--- src/rtl/packer_frame_arbiter_if.sv ---
// rtl/packer_frame_arbiter_if.sv - requester, packer and drain-tracking signals of the frame arbiter
// slave is the arbiter side; master is the requester/packer side.
interface packer_frame_arbiter_if #(
  parameter int NUM_SRC     = 4,
  parameter int SRC_W       = 2,
  parameter int INPUT_WIDTH = 40
);

  logic [NUM_SRC-1:0]             src_valid;
  logic [NUM_SRC*INPUT_WIDTH-1:0] src_data;
  logic [NUM_SRC-1:0]             src_ready;
  logic                           pk_valid;
  logic [INPUT_WIDTH-1:0]         pk_data;
  logic                           pk_sof;
  logic                           pk_eof;
  logic                           pk_frame_done;
  logic                           drain_id_valid;
  logic [SRC_W-1:0]               drain_src_id;
  logic [1:0]                     banks_busy;
  logic                           err_underflow;

  modport slave (
    input  src_valid, src_data, pk_frame_done,
    output src_ready, pk_valid, pk_data, pk_sof, pk_eof,
           drain_id_valid, drain_src_id, banks_busy, err_underflow
  );

  modport master (
    output src_valid, src_data, pk_frame_done,
    input  src_ready, pk_valid, pk_data, pk_sof, pk_eof,
           drain_id_valid, drain_src_id, banks_busy, err_underflow
  );

endinterface

--- src/rtl/packer_frame_arbiter.sv ---
// rtl/packer_frame_arbiter.sv - round-robin frame arbiter and ping-pong bank scheduler for the 40->66 packer
// Grants one requester per whole frame and remembers which source owns each undrained bank.
module packer_frame_arbiter #(
  parameter int NUM_SRC         = 4,
  parameter int SRC_W           = 2,
  parameter int INPUT_WIDTH     = 40,
  parameter int WORDS_PER_FRAME = 33,
  parameter int CNT_W           = 6
) (
  input logic                  clk,
  input logic                  reset_n,
  packer_frame_arbiter_if.slave bus
);

  typedef enum logic {
    S_IDLE = 1'b0,
    S_FILL = 1'b1
  } state_t;

  localparam logic [CNT_W-1:0] LAST_CNT   = CNT_W'(WORDS_PER_FRAME - 1);
  localparam logic [SRC_W:0]   NUM_SRC_W  = (SRC_W + 1)'(NUM_SRC);

  state_t                 r_state;
  state_t                 w_next_state;
  logic [SRC_W-1:0]       r_rr_ptr;
  logic [SRC_W-1:0]       r_grant;
  logic [CNT_W-1:0]       r_word_cnt;
  logic [1:0]             r_banks_busy;
  logic [SRC_W-1:0]       r_fifo_head;
  logic [SRC_W-1:0]       r_fifo_tail;
  logic                   r_err_underflow;

  logic                   w_found;
  logic [SRC_W-1:0]       w_pick;
  logic [SRC_W:0]         w_sum;
  logic [SRC_W-1:0]       w_idx;
  logic [SRC_W:0]         w_pick_inc;
  logic                   w_fill;
  logic                   w_start;
  logic                   w_grant_valid;
  logic [INPUT_WIDTH-1:0] w_grant_data;
  logic                   w_last;
  logic                   w_hs;
  logic                   w_complete;
  logic                   w_pop;
  logic                   w_underflow;

  // Round-robin search starting at r_rr_ptr; the sum never exceeds 2*NUM_SRC-2 so one subtract wraps it.
  always_comb begin
    w_found = 1'b0;
    w_pick  = '0;
    w_sum   = '0;
    w_idx   = '0;
    for (int k = 0; k < NUM_SRC; k++) begin
      w_sum = {1'b0, r_rr_ptr} + (SRC_W + 1)'(k);
      if (w_sum >= NUM_SRC_W) begin
        w_sum = w_sum - NUM_SRC_W;
      end
      w_idx = w_sum[SRC_W-1:0];
      if (!w_found && bus.src_valid[w_idx]) begin
        w_found = 1'b1;
        w_pick  = w_idx;
      end
    end
  end

  assign w_pick_inc = {1'b0, w_pick} + (SRC_W + 1)'(1);

  always_comb begin
    w_grant_data = '0;
    for (int i = 0; i < NUM_SRC; i++) begin
      if (r_grant == SRC_W'(i)) begin
        w_grant_data = bus.src_data[i*INPUT_WIDTH +: INPUT_WIDTH];
      end
    end
  end

  assign w_grant_valid = bus.src_valid[r_grant];
  assign w_fill        = (r_state == S_FILL);
  assign w_start       = (r_state == S_IDLE) && w_found && (r_banks_busy != 2'd2);
  assign w_last        = (r_word_cnt == LAST_CNT);
  assign w_hs          = w_fill && w_grant_valid;
  assign w_complete    = w_hs && w_last;
  assign w_pop         = bus.pk_frame_done && (r_banks_busy != 2'd0);
  assign w_underflow   = bus.pk_frame_done && (r_banks_busy == 2'd0);

  always_ff @(posedge clk or negedge reset_n) begin
    if (!reset_n) begin
      r_state <= S_IDLE;
    end else begin
      r_state <= w_next_state;
    end
  end

  always_comb begin
    w_next_state = r_state;
    case (r_state)
      S_IDLE:  if (w_start)    w_next_state = S_FILL;
      S_FILL:  if (w_complete) w_next_state = S_IDLE;
      default: w_next_state = S_IDLE;
    endcase
  end

  // Ready comes from registered grant only, so there is no valid->ready path.
  always_comb begin
    bus.src_ready = '0;
    bus.pk_valid  = 1'b0;
    bus.pk_data   = '0;
    bus.pk_sof    = 1'b0;
    bus.pk_eof    = 1'b0;
    if (w_fill) begin
      bus.src_ready[r_grant] = 1'b1;
      bus.pk_valid           = w_grant_valid;
      bus.pk_data            = w_grant_data;
      bus.pk_sof             = w_grant_valid && (r_word_cnt == '0);
      bus.pk_eof             = w_grant_valid && w_last;
    end
  end

  assign bus.drain_id_valid = (r_banks_busy != 2'd0);
  assign bus.drain_src_id   = r_fifo_head;
  assign bus.banks_busy     = r_banks_busy;
  assign bus.err_underflow  = r_err_underflow;

  always_ff @(posedge clk or negedge reset_n) begin
    if (!reset_n) begin
      r_grant    <= '0;
      r_rr_ptr   <= '0;
      r_word_cnt <= '0;
    end else if (w_start) begin
      r_grant    <= w_pick;
      r_rr_ptr   <= (w_pick_inc == NUM_SRC_W) ? '0 : w_pick_inc[SRC_W-1:0];
      r_word_cnt <= '0;
    end else if (w_hs) begin
      r_word_cnt <= w_last ? '0 : r_word_cnt + CNT_W'(1);
    end
  end

  // A frame can only be filling while at most one bank is busy, so push+pop sees banks_busy==1.
  always_ff @(posedge clk or negedge reset_n) begin
    if (!reset_n) begin
      r_banks_busy    <= 2'd0;
      r_fifo_head     <= '0;
      r_fifo_tail     <= '0;
      r_err_underflow <= 1'b0;
    end else begin
      if (w_complete && w_pop) begin
        r_fifo_head <= (r_banks_busy == 2'd1) ? r_grant : r_fifo_tail;
        r_fifo_tail <= r_grant;
      end else if (w_complete) begin
        if (r_banks_busy == 2'd0) begin
          r_fifo_head <= r_grant;
        end else begin
          r_fifo_tail <= r_grant;
        end
        r_banks_busy <= r_banks_busy + 2'd1;
      end else if (w_pop) begin
        r_fifo_head  <= r_fifo_tail;
        r_banks_busy <= r_banks_busy - 2'd1;
      end
      if (w_underflow) begin
        r_err_underflow <= 1'b1;
      end
    end
  end

endmodule
--- src/flat_wrapper.sv ---
// flat-port wrapper written by rule: the top's interface ports become plain ports
module packer_frame_arbiter_flat 
#(
  parameter int NUM_SRC         = 4,
  parameter int SRC_W           = 2,
  parameter int INPUT_WIDTH     = 40,
  parameter int WORDS_PER_FRAME = 33,
  parameter int CNT_W           = 6
)
  (clk, reset_n, bus_src_valid, bus_src_data, bus_pk_frame_done, bus_src_ready, bus_pk_valid, bus_pk_data, bus_pk_sof, bus_pk_eof, bus_drain_id_valid, bus_drain_src_id, bus_banks_busy, bus_err_underflow);
  packer_frame_arbiter_if #(.NUM_SRC(NUM_SRC), .SRC_W(SRC_W), .INPUT_WIDTH(INPUT_WIDTH)) bus_i ();
  input logic clk;
  input logic reset_n;
  input wire logic [$bits(bus_i.src_valid)-1:0] bus_src_valid;
  input wire logic [$bits(bus_i.src_data)-1:0] bus_src_data;
  input wire logic [$bits(bus_i.pk_frame_done)-1:0] bus_pk_frame_done;
  output wire logic [$bits(bus_i.src_ready)-1:0] bus_src_ready;
  output wire logic [$bits(bus_i.pk_valid)-1:0] bus_pk_valid;
  output wire logic [$bits(bus_i.pk_data)-1:0] bus_pk_data;
  output wire logic [$bits(bus_i.pk_sof)-1:0] bus_pk_sof;
  output wire logic [$bits(bus_i.pk_eof)-1:0] bus_pk_eof;
  output wire logic [$bits(bus_i.drain_id_valid)-1:0] bus_drain_id_valid;
  output wire logic [$bits(bus_i.drain_src_id)-1:0] bus_drain_src_id;
  output wire logic [$bits(bus_i.banks_busy)-1:0] bus_banks_busy;
  output wire logic [$bits(bus_i.err_underflow)-1:0] bus_err_underflow;
  assign bus_i.src_valid = bus_src_valid;
  assign bus_i.src_data = bus_src_data;
  assign bus_i.pk_frame_done = bus_pk_frame_done;
  assign bus_src_ready = bus_i.src_ready;
  assign bus_pk_valid = bus_i.pk_valid;
  assign bus_pk_data = bus_i.pk_data;
  assign bus_pk_sof = bus_i.pk_sof;
  assign bus_pk_eof = bus_i.pk_eof;
  assign bus_drain_id_valid = bus_i.drain_id_valid;
  assign bus_drain_src_id = bus_i.drain_src_id;
  assign bus_banks_busy = bus_i.banks_busy;
  assign bus_err_underflow = bus_i.err_underflow;
  packer_frame_arbiter #(.NUM_SRC(NUM_SRC), .SRC_W(SRC_W), .INPUT_WIDTH(INPUT_WIDTH), .WORDS_PER_FRAME(WORDS_PER_FRAME), .CNT_W(CNT_W)) u_core (.clk(clk), .reset_n(reset_n), .bus(bus_i));
endmodule
--- config.mk ---
export PLATFORM = sky130hd
export DESIGN_NAME = packer_frame_arbiter_flat
export DESIGN_NICKNAME = d
export VERILOG_FILES = /design/src/rtl/packer_frame_arbiter_if.sv /design/src/rtl/packer_frame_arbiter.sv /design/src/flat_wrapper.sv
export SDC_FILE = /design/constraint.sdc
export NUM_CORES = 1
export LEC_CHECK = 0
export BUFFER_PORTS_ARGS = -buffer_cell sky130_fd_sc_hd__buf_2
export CORE_AREA = 4 4 84 86
export CTS_CLUSTER_SIZE = 24
export DETAILED_ROUTE_END_ITERATION = 8
export DIE_AREA = 0 0 88 90
export PLACE_DENSITY = 0.81
export REMOVE_ABC_BUFFERS = 1
export SLEW_MARGIN = 0
export SYNTH_ARGS = -nofsm -noshare
export SYNTH_HDL_FRONTEND = slang
export SYNTH_SLANG_ARGS = --single-unit
--- constraint.sdc ---
create_clock -name clk -period 5.1 [get_ports clk]
set_input_delay 0.765 -clock clk [delete_from_list [all_inputs] [get_ports clk]]
set_output_delay 0.765 -clock clk [all_outputs]
set_load 0.01 [all_outputs]
==> qor.csv, run 1 <==
stage;metric;value;unit
timing;minimum clock period;3.30;ns
floorplanning;Row Count;29;
power;Leak;1.75;nW
critical_path;WS Path Type;flip-flop to output port;
finish;share of cells above drive strength 1;65.6;%
place;routability cong.;0.959;
finish;Util after Layout;56.5;%
synth;EDFF count, synth;0;
finish;total of fill cells in the finished design;565;
power;Reg power frac;22.0;%
detailed_routing;post-route ant nets;0;
critical_path;max incr delay on CP;0.95;ns
run;Max Cap Viol;0;
power;Clk network pwr share;6.0;%
place;post-DP HPWL;8640;um
clock_tree;CTS tree;yes;
finish;Net count, final;597;
global_routing;GRT Residual Overflow;0;
synth;Post-Syn Area;2360;sq um
power;Pwr Total;0.00169;W
synth;Yosys Warn Count;0;
finish;Area growth syn-to-layout;50.5;%
global_routing;initial antenna violation count;11;
timing;final hold violations;0;
timing;Slew Viols, Final;0;
detailed_routing;Vias;2732;
critical_path;Buf+Inv Stages, Crit Path;2;
critical_path;crit path from;u_core.r_grant[0];
floorplanning;die area;7920;sq um
timing;Clock Skew;0.00646;ns
clock_tree;CTS Hold Bufs;0;
clock_tree;CTS root buf;clkbuf_8;
critical_path;CP max-delay cell;dfrtp_2;
power;P_int;0.000944;W
global_routing;global router's overall resource usage;24.6;%
clock_tree;clk_lat worst skew;0.25;ns
timing;fmax;0.303;GHz
detailed_routing;DR iter-0 viols;163;
power;worst vdd ir;0.000336;V
finish;register area;453;sq um
detailed_routing;final WL;10100;um
detailed_routing;Vias/cell;5.43;
power;Net Sw Frac;44.0;%
timing;Final Setup Violations;0;
finish;fin cells;503;
finish;most frequent cells in the layout;buf_2 (219), and2_1 (41), mux4_2 (40);
synth;register area share after synthesis;19.1;%
floorplanning;Die H;90;um
critical_path;CP Capture Type;output port;
global_routing;global-route wire length before repair;15000;um
global_routing;M2 GR Usage;42.9;%
floorplanning;I/O pins;220;
critical_path;crit-path cells;buf_4 > mux4_2 > and2_1 > buf_2;
place;Area after DPL;3490;sq um
detailed_routing;Routed WL per cell;20.2;um
global_routing;largest net degree at the start of global routing;46;
floorplanning;Core ar.;6280;sq um
global_routing;layer with the highest usage;met2;
finish;commonest non-fill, non-tap cell in the layout;buf_2;
clock_tree;PostCTS Resize Cnt;0;
timing;slew of the pin with the lowest slew margin;0.971;ns
detailed_routing;first-pass detailed-route iteration total;4;
detailed_routing;Residual DRC;0;
critical_path;critical path fanouts, max;31;
floorplanning;starting density of the core;37.5;%
place;I/O Buffers;219;
clock_tree;Worst-path clk slew;0.07;ns
clock_tree;clock sink count;18;
synth;Cells after Synth;215;
place;Placed Cells;497;
synth;FF+latch count, synth;18;
power;NetSw;0.000742;W
critical_path;Reg-to-Reg Start;u_core.r_grant[1];
critical_path;Worst path top cell family by delay;flip-flops;
synth;Post-Syn Area per Cell;11.0;sq um
timing;TNS Setup;0;ns
clock_tree;Num CTS Buffers;3;
critical_path;WP data required;4.34;ns
timing;final period utilization;64.7;%
clock_tree;Max H-tree Level;1;
finish;footprint of the multi-input gates;1780;sq um
finish;design area;3540;sq um
global_routing;number of global-route vias before repair;2844;
critical_path;Setup crit start kind;flip-flop;
critical_path;worst path arrival time;2.53;ns
synth;library cells used by synthesis;43;
timing;max_slew headroom;35.3;%
global_routing;met1 Use GR;27.1;%
floorplanning;die span in x;88;um
critical_path;flop2flop setup slack;2.51;ns
power;power density over cell area;476;nW/um^2
global_routing;met3 GRT Util;12.3;%
timing;unrepaired setup endpoints after global routing;no;
synth;async set-or-reset flop fraction in the synthesized netlist;100;%
power;Combinational Power Share;71.9;%
clock_tree;# Post-CTS Setup Buffers;0;
min_path;Hold WC Path Type;primary input to asynchronous set/reset pin;
clock_tree;CTS max path bufs;2;
synth;Synth Flop Type;dfrtp_1;
run_status;status;finished, final reports clean;
==> through the flow <==
step | setup slack [ns] | hold WS, ns
global placement | 2.09 | 0.439
CTS | 1.75 | 0.445
global route | 1.59 | 0.465
detailed placement | 2.03 | 0.444
floorplan | 1.66 | 0.469
finish | 1.80 | 0.429
==> cells in the mapped netlist (2+ instances only) <==
cell | number | area, sq um
nor2_1 | 12 | 45.0
nor3_1 | 3 | 15.0
a21o_1 | 2 | 15.0
buf_2 | 5 | 25.0
nor2b_1 | 2 | 12.5
nand2_1 | 6 | 22.5
inv_1 | 9 | 33.8
o21ai_0 | 10 | 50.1
nand2b_1 | 3 | 18.8
xor2_1 | 2 | 17.5
and2_1 | 41 | 257
ha_1 | 5 | 62.6
xnor2_1 | 3 | 26.3
clkbuf_1 | 9 | 33.8
a221oi_1 | 2 | 17.5
o31ai_1 | 4 | 30.0
mux4_2 | 40 | 901
dfrtp_1 | 18 | 450
a21oi_1 | 4 | 20.0
mux2i_1 | 3 | 30.0
a211oi_1 | 3 | 22.5
nand3_1 | 3 | 15.0
mux2_2 | 6 | 67.6
==> path summary, 6_finish.rpt <==
kind | to | cells past startpoint
hold reg to reg | u_core.bus.err_underflow | 1
min in group clk | u_core.bus.err_underflow | 1
hold / removal | asynchronous set/reset pin | 1
max in group asynchronous | u_core.r_grant[1] | 1
setup / recovery | bus_pk_data[2] | 4
setup reg to reg | u_core.bus.drain_src_id[1] | 5
==> kinds of logic after synthesis <==
family / count (synthesis) / share of synthesized area [%]
compound gates: 31 / 8.71
xor+xnor: 5 / 1.86
fa+ha+maj: 6 / 3.08
buf+inv: 28 / 5.31
flops: 18 / 19.1
mux: 49 / 42.4
simple gates: 78 / 19.5
==> state kept, by name (all words and copies together), names as in the netlist, named ones only <==
name	flops
u_core.r_rr_ptr	1
u_core.bus.err_underflow	1
u_core.r_state	1
u_core.r_grant	2
u_core.r_word_cnt	6
u_core.r_fifo_tail	2
u_core.bus.drain_src_id	2
u_core.bus.banks_busy	2
==> layout make-up <==
class | count | share of cell area, %
tap | 77 | 2.72
timing repair buffer | 222 | 31.6
antenna | 2 | 0.141
sequential | 18 | 12.8
inverter | 11 | 1.31
multi-input combinational | 169 | 50.2
clock buffer | 4 | 1.27
==> power groups by stage <==
stage	sequential, W	combinational (W)	clock (W)
4_1_cts	0.000376	0.00122	0.000103
5_1_grt	0.000396	0.00132	0.000110
2_1_floorplan	0.000364	0.000808	0
3_5_place_dp	0.000377	0.00122	0
6_report	0.000371	0.00121	0.000102
3_3_place_gp	0.000371	0.00119	0
==> worst reg2reg max path: stages (launching register included) <==
cell and delay [ns]:
dfrtp_2 1.00, nand2_1 0.24, o22a_4 0.35, nor3_1 0.26, mux2_2 0.37, mux2_2 0.26
==> layer usage <==
metal	wire, um	vias to the layer above	part of all wire, %
met5	138	-	1.4
li1	-	1245	-
met1	3300	1267	33
met3	1510	36	15
met2	5050	164	50
met4	144	20	1.4
(Power assumes the default switching activity.)
==> run 2: changes to the inputs <==
CORE_AREA = default   (was 4 4 84 86)
CORE_MARGIN = 4   (was default)
CORE_UTILIZATION = 38   (was default)
DIE_AREA = default   (was 0 0 88 90)
PLACE_DENSITY = 0.83   (was 0.81)
clock period = 3.3 ns   (was 5.1 ns; I/O delays follow)
==> run 2 against run 1 <==
Effect of this change:
- worst hold slack got worse by 0.27 ns
- clock power rose by 55%
- global-route usage rose by 1.9 points
- largest power group unchanged
==> qor.csv, run 2 (same netlist as run 1, synthesis figures left out) <==
stage;metric;value;unit;change
timing;slew of the pin with the lowest slew margin;0.729;ns;-0.241 ns
power;NetSw;0.00117;W;+57%
detailed_routing;Vias;2702;;-1.1%
clock_tree;Worst-path clk slew;0.07;ns;about the same
critical_path;WP data required;2.80;ns;-1.54 ns
critical_path;critical path fanouts, max;32;;+3.2%
timing;fmax;0.383;GHz;
power;Combinational Power Share;75.0;%;+3.1 points
place;routability cong.;0.963;;+0.35%
critical_path;flop2flop setup slack;0.94;ns;-1.57 ns
global_routing;number of global-route vias before repair;2865;;+0.74%
floorplanning;I/O pins;220;;unchanged
finish;max reg flops;6;;unchanged
timing;final period utilization;79.1;%;
global_routing;global-route wire length before repair;15000;um;about the same
critical_path;crit path from;u_core.r_grant[1];;
global_routing;GRT Residual Overflow;0;;unchanged
finish;share of cells above drive strength 1;65.6;%;+0.081 points
run;Max Cap Viol;0;;unchanged
clock_tree;PostCTS Resize Cnt;0;;unchanged
finish;Area growth syn-to-layout;51.6;%;
floorplanning;Die H;86.7;um;-3.6%
critical_path;CP max-delay cell;dfrtp_2;;
critical_path;worst r2r path cells;5;;unchanged
global_routing;global router's overall resource usage;26.6;%;+1.9 points
timing;PnR worst setup slack;0.690;ns;-1.11 ns
clock_tree;CTS Hold Bufs;0;;unchanged
detailed_routing;Vias/cell;5.34;;-1.7%
clock_tree;Num CTS Buffers;3;;unchanged
detailed_routing;post-route ant nets;0;;unchanged
clock_tree;clock sink count;18;;unchanged
clock_tree;CTS root buf;clkbuf_8;;
critical_path;RR Endpoint;u_core.bus.drain_src_id[1];;
timing;max_slew headroom;51.4;%;+16 points
detailed_routing;first-pass detailed-route iteration total;6;;+2
finish;commonest non-fill, non-tap cell in the layout;buf_2;;
critical_path;crit-path cells;nand2_1 > o22a_4 > inv_6 > nand2_4 > inv_2 > buf_2;;
critical_path;Reg-to-Reg Start;u_core.r_grant[1];;
critical_path;Buf+Inv Stages, Crit Path;3;;+1
timing;Min Hold Slack;0.158;ns;-0.271 ns
finish;register area;453;sq um;unchanged
finish;Net count, final;598;;+0.17%
clock_tree;Max H-tree Level;1;;unchanged
detailed_routing;final WL;10500;um;+3.5%
power;worst vdd ir;0.000396;V;+18%
place;post-DP HPWL;9200;um;+6.5%
global_routing;initial antenna violation count;11;;unchanged
finish;footprint of the multi-input gates;1780;sq um;unchanged
power;power density over cell area;740;nW/um^2;+56%
global_routing;largest net degree at the start of global routing;36;;-22%
critical_path;CP Depth;6;;+2
power;Net Sw Frac;44.1;%;+0.090 points
clock_tree;# Post-CTS Setup Buffers;0;;unchanged
timing;Slew Viols, Final;0;;unchanged
floorplanning;die span in x;86.7;um;-1.4%
critical_path;Worst path top cell family by delay;flip-flops;;
place;Place WS;0.964;ns;-1.06 ns
critical_path;Setup crit start kind;flip-flop;;
critical_path;CP Capture Type;output port;;
floorplanning;Row Count;28;;-3.4%
clock_tree;CTS tree;yes;;
clock_tree;clk_lat worst skew;0.25;ns;about the same
timing;unrepaired setup endpoints after global routing;no;;
timing;Final Setup Violations;0;;unchanged
place;Placed Cells;496;;-0.20%
run_status;status;finished, final reports clean;;
critical_path;worst path arrival time;2.12;ns;-0.41 ns
timing;Clock Skew;0.00440;ns;-0.00206 ns
detailed_routing;DR iter-0 viols;233;;+43%
min_path;Hold WC Path Type;primary input to asynchronous set/reset pin;;
timing;TNS Setup;0;ns;unchanged
detailed_routing;Routed WL per cell;20.7;um;+2.9%
floorplanning;Core ar.;5960;sq um;-5.1%
place;I/O Buffers;219;;unchanged
finish;Util after Layout;60.0;%;+3.5 points
power;Leak;1.76;nW;+0.53%
floorplanning;die area;7520;sq um;-5.0%
timing;final hold violations;0;;unchanged
finish;total of fill cells in the finished design;525;;-7.1%
detailed_routing;Residual DRC;0;;unchanged
critical_path;WS Path Type;flip-flop to output port;;
floorplanning;starting density of the core;39.6;%;+2.0 points
critical_path;Critical Path End;bus_pk_eof;;
finish;fin cells;506;;+0.60%
power;Reg power frac;19.1;%;-2.9 points
power;Clk network pwr share;6.0;%;about the same
finish;Biggest register;u_core.r_word_cnt;;
clock_tree;CTS max path bufs;2;;unchanged
finish;most frequent cells in the layout;buf_2 (219), and2_1 (41), mux4_2 (40);;
timing;minimum clock period;2.61;ns;
power;P_int;0.00148;W;+57%
critical_path;max incr delay on CP;0.84;ns;-0.11 ns
## run 2: worst min path at each step
stage                       start                          to  slack (ns)  depth (start not counted)
after global routing      reset_n  u_core.bus.drain_src_id[1]        0.19                          1
after floorplan           reset_n  asynchronous set/reset pin        0.20                          0
after CTS                 reset_n  u_core.bus.drain_src_id[1]        0.17                          1
after detailed placement  reset_n        u_core.r_word_cnt[3]        0.45                          1
after global placement    reset_n        u_core.r_word_cnt[2]        0.44                          1
final                     reset_n  u_core.bus.drain_src_id[1]        0.16                          1
## run 2: stage by stage
stage / cell area [sq um] / power [W]
2_1_floorplan: 2280 / 0.00181
3_3_place_gp: 3510 / 0.00245
3_5_place_dp: 3510 / 0.00251
4_1_cts: 3560 / 0.00267
5_1_grt: 3560 / 0.00286
6_report: 3570 / 0.00264
## run 2: layout make-up
type | count | share of cell area (%)
Sequential cell | 18 | 12.7
Tap cell | 75 | 2.63
Clock buffer | 4 | 1.26
Antenna cell | 6 | 0.420
Inverter | 11 | 1.30
Timing Repair Buffer | 223 | 31.9
Multi-Input combinational cell | 169 | 49.8
## run 2: worst reg2reg max path, stage by stage, from the launching register on
cell and delay, ns:
dfrtp_2 0.84, nand2_1 0.21, o22a_4 0.33, nor3_1 0.25, mux2_2 0.36, mux2_2 0.26
## run 2: layer usage
layer,wire (um),up-vias,global-route usage (%)
met3,1470,25,14.0
met1,3530,1272,29.6
met5,62,-,0
li1,-,1243,-
met2,5230,152,44.4
met4,209,10,7.22
## run 2: power by group through the flow
stage,combinational [W],clock (W),sequential (W)
floorplan,0.00125,0,0.000562
global placement,0.00195,0,0.000498
detailed placement,0.00200,0,0.000508
CTS,0.00201,0.000161,0.000503
global route,0.00215,0.000173,0.000528
finish,0.00198,0.000158,0.000504
